`src/rtl/dt_pkg.sv`:
```
// Shared geometry and state encoding for the distance-map bit packer.
package dt_pkg;
  localparam int IMG_W  = 128;
  localparam int IMG_H  = 128;
  localparam int WORD_W = 16;
  localparam int RES_AW = 14;
  localparam int PK_AW  = 10;
  localparam int NPIX   = IMG_W * IMG_H;
  localparam int NWORD  = NPIX / WORD_W;

  typedef enum logic [1:0] {IDLE, READ, FLUSH, DONE} dt_state_e;
endpackage

```
`src/rtl/dt_pack_if.sv`:
```
// Control, distance-map read and packed-bitmap write signals of dt_pack.
// Optional checksum output exists only when DT_PACK_CHECKSUM_EN is defined.
interface dt_pack_if;
  import dt_pkg::*;
  logic                start;
  logic [7:0]          thr;
  logic                busy;
  logic                done;
  logic                res_rd;
  logic [RES_AW-1:0]   res_addr;
  logic [7:0]          res_di;
  logic                pk_wr;
  logic [PK_AW-1:0]    pk_addr;
  logic [WORD_W-1:0]   pk_do;
`ifdef DT_PACK_CHECKSUM_EN
  logic [WORD_W-1:0]   checksum;

  modport master (input start, thr, res_di,
                  output busy, done, res_rd, res_addr, pk_wr, pk_addr, pk_do, checksum);
  modport slave  (output start, thr, res_di,
                  input busy, done, res_rd, res_addr, pk_wr, pk_addr, pk_do, checksum);
`else
  modport master (input start, thr, res_di,
                  output busy, done, res_rd, res_addr, pk_wr, pk_addr, pk_do);
  modport slave  (output start, thr, res_di,
                  input busy, done, res_rd, res_addr, pk_wr, pk_addr, pk_do);
`endif
endinterface

```
`src/rtl/dt_pack_shift.sv`:
```
// Threshold compare plus MSB-first shift/pack; emits a one-cycle word_vld
// with the completed word, which is then held until the next word.
module dt_pack_shift
  import dt_pkg::*;
#(
  parameter int W = WORD_W
) (
  input  logic         clk,
  input  logic         reset,
  input  logic         clr,
  input  logic         in_vld,
  input  logic [7:0]   in_data,
  input  logic [7:0]   thr,
  output logic         word_vld,
  output logic [W-1:0] word
);
  logic [W-1:0]         sr;
  logic [W-1:0]         sr_nxt;
  logic [$clog2(W)-1:0] cnt;
  logic                 bit_in;

  assign bit_in = (in_data >= thr);
  assign sr_nxt = {sr[W-2:0], bit_in};

  always_ff @(posedge clk) begin
    if (reset) begin
      sr       <= '0;
      cnt      <= '0;
      word_vld <= 1'b0;
      word     <= '0;
    end else begin
      word_vld <= 1'b0;
      if (clr) begin
        sr  <= '0;
        cnt <= '0;
      end else if (in_vld) begin
        sr  <= sr_nxt;
        cnt <= cnt + 1'b1;
        if (&cnt) begin
          word     <= sr_nxt;
          word_vld <= 1'b1;
        end
      end
    end
  end
endmodule

```
`src/rtl/dt_pack.sv`:
```
// Frame sequencer: streams the 128x128 distance map out, packs thresholded
// bits 16 per word. Define DT_PACK_CHECKSUM_EN for the per-frame checksum.
module dt_pack
  import dt_pkg::*;
(
  input  logic      clk,
  input  logic      reset,
  dt_pack_if.master io
);
  localparam int SH = $clog2(WORD_W);
  localparam logic [RES_AW-1:0] RES_LAST = RES_AW'(NPIX - 1);
  localparam logic [PK_AW-1:0]  PK_LAST  = PK_AW'(NWORD - 1);

  dt_state_e          state, state_nxt;
  logic [7:0]         thr_q;
  logic [RES_AW-1:0]  res_addr;
  logic [RES_AW-1:0]  rd_addr_d;
  logic               rd_d;
  logic [PK_AW-1:0]   pk_addr;
  logic               word_vld;
  logic [WORD_W-1:0]  word;
  logic               start_ok;

  assign start_ok = (state == IDLE) && io.start;

  always_ff @(posedge clk) begin
    if (reset) state <= IDLE;
    else       state <= state_nxt;
  end

  always_comb begin
    state_nxt = state;
    case (state)
      IDLE:    if (io.start) state_nxt = READ;
      READ:    if (res_addr == RES_LAST) state_nxt = FLUSH;
      FLUSH:   if (word_vld && pk_addr == PK_LAST) state_nxt = DONE;
      DONE:    state_nxt = IDLE;
      default: state_nxt = IDLE;
    endcase
  end

  // rd_d/rd_addr_d track which pixel res_di belongs to (one-cycle read latency)
  always_ff @(posedge clk) begin
    if (reset) begin
      thr_q     <= '0;
      res_addr  <= '0;
      rd_d      <= 1'b0;
      rd_addr_d <= '0;
      pk_addr   <= '0;
    end else begin
      rd_d      <= io.res_rd;
      rd_addr_d <= res_addr;
      if (start_ok) begin
        thr_q    <= io.thr;
        res_addr <= '0;
      end else if (state == READ && res_addr != RES_LAST) begin
        res_addr <= res_addr + 1'b1;
      end
      if (rd_d && &rd_addr_d[SH-1:0])
        pk_addr <= rd_addr_d[RES_AW-1:SH];
    end
  end

  dt_pack_shift #(.W(WORD_W)) u_shift (
    .clk      (clk),
    .reset    (reset),
    .clr      (start_ok),
    .in_vld   (rd_d),
    .in_data  (io.res_di),
    .thr      (thr_q),
    .word_vld (word_vld),
    .word     (word)
  );

  assign io.busy     = (state == READ) || (state == FLUSH);
  assign io.done     = (state == DONE);
  assign io.res_rd   = (state == READ);
  assign io.res_addr = res_addr;
  assign io.pk_wr    = word_vld;
  assign io.pk_addr  = pk_addr;
  assign io.pk_do    = word;

`ifdef DT_PACK_CHECKSUM_EN
  logic [WORD_W-1:0] csum;

  always_ff @(posedge clk) begin
    if (reset)         csum <= '0;
    else if (start_ok) csum <= '0;
    else if (word_vld) csum <= csum + word;
  end

  assign io.checksum = csum;
`endif
endmodule

```
`src/flat_wrapper.sv`:
```
// flat-port wrapper written by rule: the top's interface ports become plain ports
module dt_pack_flat import dt_pkg::*;
  (clk, reset, io_start, io_thr, io_res_di, io_busy, io_done, io_res_rd, io_res_addr, io_pk_wr, io_pk_addr, io_pk_do);
  dt_pack_if io_i ();
  input  logic clk;
  input  logic reset;
  input wire logic [$bits(io_i.start)-1:0] io_start;
  input wire logic [$bits(io_i.thr)-1:0] io_thr;
  input wire logic [$bits(io_i.res_di)-1:0] io_res_di;
  output wire logic [$bits(io_i.busy)-1:0] io_busy;
  output wire logic [$bits(io_i.done)-1:0] io_done;
  output wire logic [$bits(io_i.res_rd)-1:0] io_res_rd;
  output wire logic [$bits(io_i.res_addr)-1:0] io_res_addr;
  output wire logic [$bits(io_i.pk_wr)-1:0] io_pk_wr;
  output wire logic [$bits(io_i.pk_addr)-1:0] io_pk_addr;
  output wire logic [$bits(io_i.pk_do)-1:0] io_pk_do;
  assign io_i.start = io_start;
  assign io_i.thr = io_thr;
  assign io_i.res_di = io_res_di;
  assign io_busy = io_i.busy;
  assign io_done = io_i.done;
  assign io_res_rd = io_i.res_rd;
  assign io_res_addr = io_i.res_addr;
  assign io_pk_wr = io_i.pk_wr;
  assign io_pk_addr = io_i.pk_addr;
  assign io_pk_do = io_i.pk_do;
  dt_pack u_core (.clk(clk), .reset(reset), .io(io_i));
endmodule
```
`config.mk`:
```
export PLATFORM = sky130hd
export DESIGN_NAME = dt_pack_flat
export DESIGN_NICKNAME = d
export VERILOG_FILES = /design/src/rtl/dt_pkg.sv /design/src/rtl/dt_pack_if.sv /design/src/rtl/dt_pack_shift.sv /design/src/rtl/dt_pack.sv /design/src/flat_wrapper.sv
export SDC_FILE = /design/constraint.sdc
export NUM_CORES = 1
export LEC_CHECK = 0
export ABC_CLOCK_PERIOD_IN_PS = 2110
export CORE_MARGIN = 5
export CORE_UTILIZATION = 50
export CTS_CLUSTER_SIZE = 25
export DETAILED_ROUTE_END_ITERATION = 8
export PLACE_DENSITY = 0.77
export SYNTH_ARGS = -nofsm -noshare
export SYNTH_HDL_FRONTEND = slang
export SYNTH_SLANG_ARGS = --single-unit
```
`constraint.sdc`:
```
create_clock -name clk -period 2.11 [get_ports clk]
set_clock_uncertainty 0.1 [all_clocks]
set_input_delay 0.422 -clock clk [delete_from_list [all_inputs] [get_ports clk]]
set_output_delay 0.422 -clock clk [all_outputs]
set_load 0.05 [all_outputs]
```
==> results.json <==
{
  "powerDensity_nw_per_um2": 902,
  "die_h_um": 92.0,
  "worstSetupPathType": "reg -> out",
  "slew_violations": 0,
  "dieArea_um2": 8470,
  "clock_sinks": 85,
  "postCtsHoldBufs": 0,
  "crit_path_cell_trace": "clkdlybuf4s50_1",
  "endpoint_kind": "primary output",
  "min_period_over_period_pct": 96.9,
  "hpwlAfterDp_um": 4590,
  "core_area_um2": 6460,
  "ys_seq_elements": 85,
  "globalRouteOverflowTotal": 0,
  "grt_pass1_vias": 2566,
  "fin_cells": 506,
  "gr-usage-met2_pct": 28.5,
  "cap_violations": 0,
  "numCtsBuffers": 9,
  "clock_latency_ps": 360,
  "critical-path-top-delay-family": "buffers and inverters",
  "ios": 63,
  "syn-num-nets": 393,
  "rr_startpoint": "u_core.io.res_addr[0]",
  "first_pass_iters": 4,
  "dpl.cell_count": 490,
  "via_per_inst": 5.02,
  "area_growth_pct": 28.6,
  "syn_area_um2": 3360,
  "met1_usage_pct": 18.3,
  "clock-root-buffer": "clkbuf_8",
  "grt_pass1_wl_um": 11300,
  "power_leakage_nw": 1.85,
  "synthCells": 359,
  "antenna_found_initial": 0,
  "setup_viol": 0,
  "final_common_cell": "dfxtp_1",
  "hp-class": "reg -> reg",
  "start_util_pct": 52.1,
  "slowest_stage": "clkdlybuf4s50_1",
  "period_needed_ps": 2040,
  "synthDistinctLibCells": 38,
  "htreeDepth": 3,
  "yosysSeqAreaShare_pct": 50.6,
  "synthFlopType": "dfxtp_1",
  "routed_wl_um": 6550,
  "synth_edf_count": 0,
  "grt_max_degree": 52,
  "num_antenna_cells": 0,
  "grt_util_all_layers_pct": 16.7,
  "startpoint": "u_core.u_shift.word[0]",
  "synth_compound_area_share_pct": 8.37,
  "path_max_fanout": 2,
  "mostFrequentLayoutCells": "85 x dfxtp_1, 54 x nand2_1, 44 x nor2_1",
  "cts_buffer_depth": 2,
  "cp.required_ps": 1590,
  "startpoint_type": "flip-flop",
  "synth_top_family_by_area": "simple AND/OR/NAND/NOR gates",
  "dr_total_vias": 2540,
  "yosys.area_share.simple_pct": 20.2,
  "path_clk_slew_ps": 90,
  "max_freq_ghz": 0.489,
  "critical_path_buf_inv_count": 1,
  "relSlewSlack_pct": 57.6,
  "port_buffers": 62,
  "drive_gt1_share_pct": 11.7,
  "fp-row-count": 29,
  "final_nets": 458,
  "cpPeakStageDelay_ps": 810,
  "ir_drop_v": 0.000579,
  "avgSynthCellArea_um2": 9.37,
  "post-route-util_pct": 67.0,
  "synth_xor_area_share_pct": 3.38,
  "drc": 0,
  "ant_nets": 0,
  "wire_per_inst_um": 12.9,
  "status": "finished, final reports clean",
  "synthAdderAreaFrac_pct": 5.58,
  "gp_congestion": 0.801,
  "die_w_um": 92.0,
  "cp.arrival_ps": 1520,
  "async_flop_share_pct": 0,
  "grt_util_met3_pct": 6.46,
  "worst_pin_slew_ps": 635,
  "hold_viol": 0,
  "busiest_layer": "met2",
  "hp-start": "u_core.u_shift.word[10]",
  "synth.mux.area_fraction_pct": 8.03,
  "drt_first_iter_violations": 82,
  "yosys_warnings": 0,
  "cts_tree": "done"
}
## flip-flops by register name, summed over array words and instances (netlist names)
| register | flops |
|---|---|
| u_core.u_shift.sr | 15 |
| u_core.state | 2 |
| u_core.u_shift.word_vld | 1 |
| u_core.io.pk_addr | 10 |
| u_core.u_shift.cnt | 4 |
| u_core.u_shift.word | 16 |
| u_core.io.res_addr | 14 |
| u_core.rd_addr_d | 14 |
| u_core.rd_d | 1 |
| u_core.thr_q | 8 |
## worst reg2reg max path, cell delays in order, from the launching register on
cell and delay [ps]:
dfxtp_1 430, ha_1 220, nand3_1 150, o41ai_4 300, buf_4 260, nand3_4 100
o21bai_4 180, a21oi_2 120
## cell families after synthesis
logic type	count (synthesis)
multiplexers	27
adder cells (fa/ha/maj)	15
AND/OR/NAND/NOR	146
AO/OA/AOI/OAI	42
flip-flops	85
XOR/XNOR	13
buffers and inverters	31
## repair_timing
item	CTS	global route
setup buffers	0	0
setup endpoints to repair	3	13
gates resized for setup	3	11
hold endpoints to repair	0	0
## power by group
group | switching (mW) | internal, mW | total, mW | leakage (nW)
sequential | 0.0517 | 1.67 | 1.72 | 0.686
clock | 0.586 | 0.707 | 1.29 | 0.110
combinational | 0.496 | 0.396 | 0.892 | 1.06
total | 1.13 | 2.77 | 3.91 | 1.85
## final cells by class
class | instances | area [um^2]
flip-flops and latches | 85 | 1700
well taps | 77 | 96.3
clock buffers | 10 | 138
repair buffers | 73 | 717
clock inverters | 6 | 92.6
multi-input cells | 243 | 1540
fillers | 526 | 2130
inverters | 12 | 45.0
## cell usage after synthesis, types with 2 or more instances
library cell / count / share of area, %
dfxtp_1: 85 / 51
ha_1: 15 / 5.6
o21ai_0: 2 / 0.30
a21o_1: 2 / 0.45
nor2b_1: 14 / 2.6
inv_1: 12 / 1.3
nand2b_1: 3 / 0.56
clkbuf_1: 14 / 1.6
nand3_1: 7 / 1.0
or3_1: 4 / 0.74
a21oi_1: 26 / 3.9
xnor2_1: 10 / 2.6
nand4_1: 2 / 0.37
and3_1: 2 / 0.37
buf_2: 4 / 0.60
xor2_1: 3 / 0.78
nor2_1: 44 / 4.9
mux2i_1: 27 / 8.0
nor3_1: 11 / 1.6
nand2_1: 54 / 6.0
## path summary, 6_finish.rpt
path	to	slack, ps	cells after the start
max reg2reg	u_core.state[0]	190	7
max	io_pk_do[0]	70	1
min	u_core.u_shift.word[10]	350	2
min reg2reg	u_core.u_shift.word[10]	350	2
## layer usage
metal	up-vias	wire length, um	part of all wire (%)
li1	1320	-	-
met1	1157	2860	44
met2	49	3260	50
met3	14	296	4.5
met4	0	135	2.1
met5	-	0	0
## through the flow
| step | setup slack, ps | area [um^2] | TNS [ps] | hold slack (ps) | power [mW] |
|---|---|---|---|---|---|
| after floorplan | 4.67 | 3360 | 0 | 331 | 2.37 |
| after global placement | -243 | 4080 | -470 | 339 | 2.63 |
| after detailed placement | -290 | 4080 | -570 | 345 | 2.65 |
| after CTS | 11.6 | 4300 | 0 | 358 | 3.94 |
| after global routing | -0.888 | 4330 | -0.888 | 372 | 4.12 |
| final | 66.0 | 4330 | 0 | 354 | 3.91 |
Power figures use the tool's default switching activity.
